===== config.mk =====
export PLATFORM = sky130hd
export DESIGN_NAME = full_adder_flat
export DESIGN_NICKNAME = d
export VERILOG_FILES = /design/src/rtl/full_adder_if.sv /design/src/rtl/full_adder.sv /design/src/flat_wrapper.sv
export SDC_FILE = /design/constraint.sdc
export NUM_CORES = 1
export LEC_CHECK = 0
export ABC_AREA = 1
export BUFFER_PORTS_ARGS = -buffer_cell sky130_fd_sc_hd__buf_4
export CORE_AREA = 2 2 39 41
export CTS_BUF_LIST = sky130_fd_sc_hd__clkbuf_8
export CTS_CLUSTER_DIAMETER = 100
export CTS_CLUSTER_SIZE = 8
export DETAILED_ROUTE_END_ITERATION = 10
export DIE_AREA = 0 0 41 43
export GPL_ROUTABILITY_DRIVEN = 0
export SYNTH_ARGS = -nofsm -noshare
export SYNTH_HDL_FRONTEND = slang
export SYNTH_SLANG_ARGS = --single-unit

===== constraint.sdc =====
create_clock -name clk -period 0.8 [get_ports clk]
set_input_delay 0.12 -clock clk [delete_from_list [all_inputs] [get_ports clk]]
set_output_delay 0.12 -clock clk [all_outputs]
set_load 0.005 [all_outputs]

===== src/rtl/full_adder_if.sv =====
// Operand/result bundle for the registered full adder.
// master drives operands and observes results; slave is the adder itself.
interface full_adder_if #(
    parameter int WIDTH = 1
);
    logic             in_valid;
    logic [WIDTH-1:0] A;
    logic [WIDTH-1:0] B;
    logic             Cin;
    logic [WIDTH-1:0] Sum;
    logic             Cout;
    logic             out_valid;

    modport master (
        output in_valid, A, B, Cin,
        input  Sum, Cout, out_valid
    );

    modport slave (
        input  in_valid, A, B, Cin,
        output Sum, Cout, out_valid
    );
endinterface


===== src/rtl/full_adder.sv =====
// Registered ripple-carry adder: {Cout,Sum} = A + B + Cin, one cycle after in_valid.
// Built from per-bit full-adder cells; outputs come only from flops.
module full_adder #(
    parameter int WIDTH = 1
) (
    input  logic         clk,
    input  logic         rst_n,
    full_adder_if.slave  bus
);
    logic [WIDTH:0]   carry;
    logic [WIDTH-1:0] sum_d;

    logic [WIDTH-1:0] sum_q;
    logic             cout_q;
    logic             valid_q;

    assign carry[0] = bus.Cin;

    generate
        for (genvar gi = 0; gi < WIDTH; gi++) begin : g_cell
            logic prop;
            assign prop           = bus.A[gi] ^ bus.B[gi];
            assign sum_d[gi]      = prop ^ carry[gi];
            assign carry[gi + 1]  = (bus.A[gi] & bus.B[gi]) | (carry[gi] & prop);
        end
    endgenerate

    // Result flops only load on in_valid, so operands on idle cycles never reach the outputs.
    always_ff @(posedge clk) begin
        if (!rst_n) begin
            sum_q   <= '0;
            cout_q  <= 1'b0;
            valid_q <= 1'b0;
        end else begin
            valid_q <= bus.in_valid;
            if (bus.in_valid) begin
                sum_q  <= sum_d;
                cout_q <= carry[WIDTH];
            end
        end
    end

    assign bus.Sum       = sum_q;
    assign bus.Cout      = cout_q;
    assign bus.out_valid = valid_q;
endmodule


===== src/flat_wrapper.sv =====
// flat-port wrapper written by rule: the top's interface ports become plain ports
module full_adder_flat 
#(
    parameter int WIDTH = 1
)
  (clk, rst_n, bus_in_valid, bus_A, bus_B, bus_Cin, bus_Sum, bus_Cout, bus_out_valid);
  full_adder_if #(.WIDTH(WIDTH)) bus_i ();
  input  logic clk;
  input  logic rst_n;
  input wire logic [$bits(bus_i.in_valid)-1:0] bus_in_valid;
  input wire logic [$bits(bus_i.A)-1:0] bus_A;
  input wire logic [$bits(bus_i.B)-1:0] bus_B;
  input wire logic [$bits(bus_i.Cin)-1:0] bus_Cin;
  output wire logic [$bits(bus_i.Sum)-1:0] bus_Sum;
  output wire logic [$bits(bus_i.Cout)-1:0] bus_Cout;
  output wire logic [$bits(bus_i.out_valid)-1:0] bus_out_valid;
  assign bus_i.in_valid = bus_in_valid;
  assign bus_i.A = bus_A;
  assign bus_i.B = bus_B;
  assign bus_i.Cin = bus_Cin;
  assign bus_Sum = bus_i.Sum;
  assign bus_Cout = bus_i.Cout;
  assign bus_out_valid = bus_i.out_valid;
  full_adder #(.WIDTH(WIDTH)) u_core (.clk(clk), .rst_n(rst_n), .bus(bus_i));
endmodule

# Yosys cells after proc, flatten, opt, wreduce, memory -nomap -nowiden
# Index checks and enable logic that the tools add are counted.
# op_classes
add_sub_neg	0
multipliers	0
div_mod_pow	0
order_cmp	0
n_eq_ne	0
n_shift	0
muxes	0
bitwise_logic	5
reduce_logical	0
# op_table
cell	count
AND 1 bit	2
XOR 1 bit	2
bitwise OR 1 bit	1
# word_totals
regBits	3
latchBits	0
ram_bits	0
mem_bits_ro	0
in_bits	6
out_inout_bits	3
word_cells	8
memories	0

# Logic depth before layout (Yosys ltp)
# Gate-level depths: netlist of the first run.
# logic_depth
depth_word	3
mapped_depth	5
mapped_depth_nobuf	5

# Worst setup path after synthesis of the first run
# OpenSTA, ideal clock, no wires.
# synth_path
kind	input to register
start	input port bus_Cin
end	register u_core.sum_q, in the netlist u_core.bus.Sum
setup_ps	64
arrival_ps	809
t_required_ps	736
path_slack_ps	-73
cell_stages	5
n_path_buf	0
path_cell_list	fa_1 -> inv_1 -> nand2_1 -> nand2_1 -> nor2_1
# synth_between
elab_chain_len	1
# synth_rtl
item	line_no	rtl
from (decl)	flat_wrapper.sv:13	input wire logic [$bits(bus_i.Cin)-1:0] bus_Cin;
XOR 1 bit	full_adder.sv:23	assign sum_d[gi] = prop ^ carry[gi];
to (signal assigned)	full_adder.sv:37	sum_q <= sum_d;
to (decl)	full_adder.sv:13	logic [WIDTH-1:0] sum_q;
# Every way passes these cells.
# A chain may end at the register's enable or synchronous reset.

# Worst setup path in the final report of the first run
# layout_path
start	input port bus_Cin
end	register u_core.sum_q, in the netlist u_core.bus.Sum
# layout_between
elab_chain_len	1
# layout_rtl
item	line_no	rtl
XOR 1 bit	full_adder.sv:23	
net u_core.sum_d	full_adder.sv:11	logic [WIDTH-1:0] sum_d;
# The timed path passes the listed nets, and every way through them passes these cells.

==> results of run 1 <==
## timing repair
item | CTS | global route
setup endpoints to repair | 1 | 2
endpoints found under the hold margin | 0 | 0
setup buffers | 0 | 0
pin swaps | 3 | 3
gates resized for setup | 1 | 1
## synth_stat cells (all sizes together)
cell / count
dfxtp: 3
fa: 1
nor2: 4
nand2: 5
inv: 3
## registers in the layout, summed over array words and instances, names as in the netlist
signal and cells:
u_core.bus.Cout 1, u_core.bus.out_valid 1, u_core.bus.Sum 1
## final cells by class
cell class                 count  area [um^2]
fill                         158         1130
inverter                       3         11.3
timing repair buffer           8         67.6
clock inverter                 1         3.75
tap                           16         20.0
sequential                     3         60.1
multi-input combinational     10         53.8
clock buffer                   3         41.3
## path summary, 6_finish.rpt
| path | endpoint | from |
|---|---|---|
| setup / recovery | u_core.bus.Sum$_SDFFE_PN0P_ | bus_Cin |
| hold / removal | u_core.bus.out_valid$_SDFF_PN0_ | rst_n |
| setup reg to reg | u_core.bus.Sum$_SDFFE_PN0P_ | u_core.bus.Sum$_SDFFE_PN0P_ |
| hold reg to reg | u_core.bus.Cout$_SDFFE_PN0P_ | u_core.bus.Cout$_SDFFE_PN0P_ |
## placed cells by master (no fill, tap or decap)
| cell | count |
|---|---|
| nor2_1 | 4 |
| buf_4 | 6 |
| nand2_1 | 5 |
| inv_1 | 4 |
| dfxtp_1 | 3 |
| clkbuf_8 | 3 |
| fa_1 | 1 |
| buf_6 | 2 |
## power groups by stage
stage | combinational [mW] | clock (mW) | sequential (mW)
6_report | 0.0708 | 0.419 | 0.167
3_3_place_gp | 0.0669 | 0 | 0.168
4_1_cts | 0.0720 | 0.433 | 0.167
5_1_grt | 0.0803 | 0.455 | 0.168
2_1_floorplan | 0.0231 | 0 | 0.170
3_5_place_dp | 0.0697 | 0 | 0.168
## stage by stage
stage | power, mW | cell area [um^2]
after floorplan | 0.193 | 125
after global placement | 0.235 | 205
after detailed placement | 0.238 | 205
after CTS | 0.672 | 254
after global routing | 0.704 | 258
final | 0.656 | 258
## routing by layer
metal	routed length (um)	vias up	GRT usage	share of wire
li1	-	68	-	-
met1	84	62	0.0224	0.28
met2	140	7	0.0656	0.47
met3	67	2	0.0942	0.23
met4	4	0	0.0400	0.014
met5	0	-	0	0
## kinds of logic (layout without fill, tap and decap cells)
logic type / count (synthesis) / count (layout) / share of synthesized area
buf+inv: 3 / 15 / 0.0900
simple gates: 9 / 9 / 0.270
fa+ha+maj: 1 / 1 / 0.160
flops: 3 / 3 / 0.480
## worst max-delay path, delay by kind of cell
kind / cells / cell delay (ns)
adders and majority gates: 1 / 0.52
buffers and inverters: 2 / 0.13
and+or+nand+nor: 3 / 0.16
==> flow_summary.ini, run 1 <==
[yosys]
synth_area_leaders = dfxtp_1 (48%), fa_1 (16%), nand2_1 (15%)
yosysSeqAreaShare = 0.480
yosysWarnings = 0
syn-cell-area_um2 = 125
yosys.area.top_type = dfxtp_1
ys_types = 5
yosysTopAreaCellShare = 0.480
syn_inst = 16
avgSynthCellArea_um2 = 7.82
syn_nets = 23
synth_seq_cells = 3

[layout]
layout-drive-gt1-share = 0.393
stdcell_count = 44
n_antenna_cell = 0
nets = 36
final_util = 0.186
syn2layout_area_growth_pct = 106

[timing]
timing.fmax_mhz = 1250
fin_ws_ns = 0.00273
slew_violations = 0
rsz0062_at_grt = yes
setup_violations = 0
tightestPinTransition_ns = 0.0865
period_needed_ns = 0.797
hold_slack_ns = 0.117
hold_viol_final = 0
slew_headroom = 0.942
final.setup_skew_ns = 0
totalNegativeSetupSlack_ns = 0
period_share = 0.997

[power_and_ir_drop]
intPower_mw = 0.531
p_comb_frac = 0.108
seq_power_share = 0.254
switching_share = 0.190
power_density_mw_per_mm2 = 2550
clockPowerShare = 0.638
ir_drop_mv = 0.589
power.switching_mw = 0.125
leakagePower_nw = 0.141

[clock_network]
clk_path_buf_depth = 2
clockRootBuffer = clkbuf_8
htree_levels = 1
cts_buffers = 3
clock_latency_ns = 0.21
clkTransAtPathRegs_ns = 0.03
holdBufCountCts = 0
tritoncts = done
cts_num_sinks = 3

[worst_setup_path]
crit_required_ns = 0.95
critPathKind = in -> reg
rrSetupSlack_ns = 0.24
end_kind = flop
cp_slowest_cell = fa_1
cpMostUsedCell = nand2_1
worstPathMaxFanout = 1
start_kind = primary input
slowest_delay_ns = 0.52
path_cells = buf_6 -> fa_1 -> inv_1 -> nand2_1 -> nand2_1 -> nor2_1
reg2reg_depth = 2
arrival_ns = 0.95

[detailed_routing]
first_iter_violations = 0
drtPass1Iterations = 1
ant_nets = 0
vias = 139
drt_wl_total_um = 296
wl_per_cell_um = 6.73
drcViolationCount = 0
vias_per_cell = 3.16

[floorplan]
die_area_mm2 = 0.00176
fp.dieW_um = 41
rows = 14
core_area_mm2 = 0.00138
start_util = 0.0904
pin_count = 9
die_height_um = 43

[place]
port_buffers = 8
dp_slack_ns = -0.239
dpl.cell_count = 40
dpl.hpwl_um = 224

[flow_run]
maxCapViolations = 0

[global_routing]
overflow = 0
antenna_found_initial = 0
grt_pass1_wl_um = 455
grt_usage = 0.0521
grt_max_degree = 6
grt_pass1_vias = 137

[min_path]
hold_path_depth = 3
hp-class = in -> reg

[outcome]
status = complete, no violations
Note: power is estimated with default switching activity, not from simulation.
==> inputs of run 2 (changes only) <==
==> constraint.sdc (replaced) <==
create_clock -name clk -period 0.9 [get_ports clk]
set_input_delay 0.135 -clock clk [delete_from_list [all_inputs] [get_ports clk]]
set_output_delay 0.135 -clock clk [all_outputs]
set_load 0.005 [all_outputs]
==> flow_summary.ini, run 2 (same netlist as run 1, synthesis figures left out) <==
[layout]
multi_input_area_um2 = 53.8
nFillCells = 162
syn2layout_area_growth_pct = 100
n_antenna_cell = 0
nets = 36
final_cell_mix = buf_4 (8), nand2_1 (5), inv_1 (4), nor2_1 (4)
stdcell_count = 44
mostFrequentLayoutCell = buf_4
layout-drive-gt1-share = 0.393
regArea_um2 = 60.1

[worst_setup_path]
reg2reg_depth = 2
crit_end = u_core.bus.Sum$_SDFFE_PN0P_
critPathKind = in -> reg
reg2reg_to = u_core.bus.Sum$_SDFFE_PN0P_
rrSetupSlack_ns = 0.34
start_kind = primary input
rr_startpoint = u_core.bus.Sum$_SDFFE_PN0P_
arrival_ns = 0.98
crit_required_ns = 1.05
critPathLaunch = bus_Cin
end_kind = flop
worstPathMaxFanout = 1

[detailed_routing]
wl_per_cell_um = 6.61
ant_nets = 0
drcViolationCount = 0
first_iter_violations = 0
vias_per_cell = 3.16
drt_wl_total_um = 291
vias = 139
drtPass1Iterations = 1

[clock_network]
clkTransAtPathRegs_ns = 0.03
clock_latency_ns = 0.21
holdBufCountCts = 0
cts_setup_buffers = 0
tritoncts = done
cts-resized-gates = 0
htree_levels = 1
clk_path_buf_depth = 2
cts_num_sinks = 3
cts_buffers = 3
clockRootBuffer = clkbuf_8

[floorplan]
start_util = 0.0904
core_area_mm2 = 0.00138
die_area_mm2 = 0.00176
fp.dieW_um = 41
die_height_um = 43
rows = 14
pin_count = 9

[power_and_ir_drop]
power_density_mw_per_mm2 = 2320
intPower_mw = 0.469
p_comb_frac = 0.103
power.switching_mw = 0.111
seq_power_share = 0.255
clockPowerShare = 0.641
ir_drop_mv = 0.524
report.power.total_mw = 0.580
leakagePower_nw = 0.138
switching_share = 0.191

[global_routing]
grt_usage = 0.0521
grt_max_degree = 6
antenna_found_initial = 0
overflow = 0
grt_pass1_wl_um = 455
grt_pass1_vias = 137

[timing]
slew_violations = 0
rsz0062_at_grt = no
period_share = 0.928
tightestPinTransition_ns = 0.0865
slew_headroom = 0.942
hold_viol_final = 0
totalNegativeSetupSlack_ns = 0
timing.fmax_mhz = 1200
period_needed_ns = 0.835
setup_violations = 0
fin_ws_ns = 0.0650
hold_slack_ns = 0.132
final.setup_skew_ns = 0

[place]
dp_slack_ns = -0.154
dpl.cell_count = 40
dpl.hpwl_um = 224
port_buffers = 8

[min_path]
hp-class = in -> reg
worstHoldStart = rst_n
hold_path_depth = 3

[flow_run]
maxCapViolations = 0

[outcome]
status = complete, no violations
-- run 2: cell types whose count changed in the layout (fill, tap and decap cells not counted) --
cell   before  now
buf_6       2    0
buf_4       6    8
-- run 2: layout make-up --
| type | instances | area share |
|---|---|---|
| inverter | 3 | 0.0450 |
| sequential | 3 | 0.240 |
| clock inverter | 1 | 0.0150 |
| multi-input combinational | 10 | 0.215 |
| timing repair buffer | 8 | 0.240 |
| tap | 16 | 0.0800 |
| clock buffer | 3 | 0.165 |
-- run 2: power groups by stage --
stage | combinational, mW | sequential, mW | clock (mW)
global placement | 0.0595 | 0.150 | 0
global route | 0.0684 | 0.150 | 0.405
CTS | 0.0624 | 0.148 | 0.385
detailed placement | 0.0619 | 0.150 | 0
floorplan | 0.0205 | 0.151 | 0
finish | 0.0600 | 0.148 | 0.372
-- run 2: critical path: stages --
cell	delay (ns)
buf_4	0.11
fa_1	0.53
inv_1	0.04
nand2_1	0.04
nand2_1	0.04
nor2_1	0.08
-- run 2: worst min path at each step --
stage                                            endpoint
after detailed placement  u_core.bus.out_valid$_SDFF_PN0_
after global placement    u_core.bus.out_valid$_SDFF_PN0_
after global routing      u_core.bus.out_valid$_SDFF_PN0_
after floorplan           u_core.bus.out_valid$_SDFF_PN0_
after CTS                 u_core.bus.out_valid$_SDFF_PN0_
final                     u_core.bus.out_valid$_SDFF_PN0_
-- run 2: through the flow --
stage	cell area, um^2	util
floorplan	125	-
global placement	205	0.148
detailed placement	205	0.148
CTS	250	0.181
global route	250	0.181
finish	250	0.181
-- run 2: per-layer routing --
layer	track usage	vias to the layer above	share of wire
met4	0.0400	0	0.014
met1	0.0224	62	0.29
li1	-	68	-
met2	0.0656	7	0.46
met5	0	-	0
met3	0.0942	2	0.23
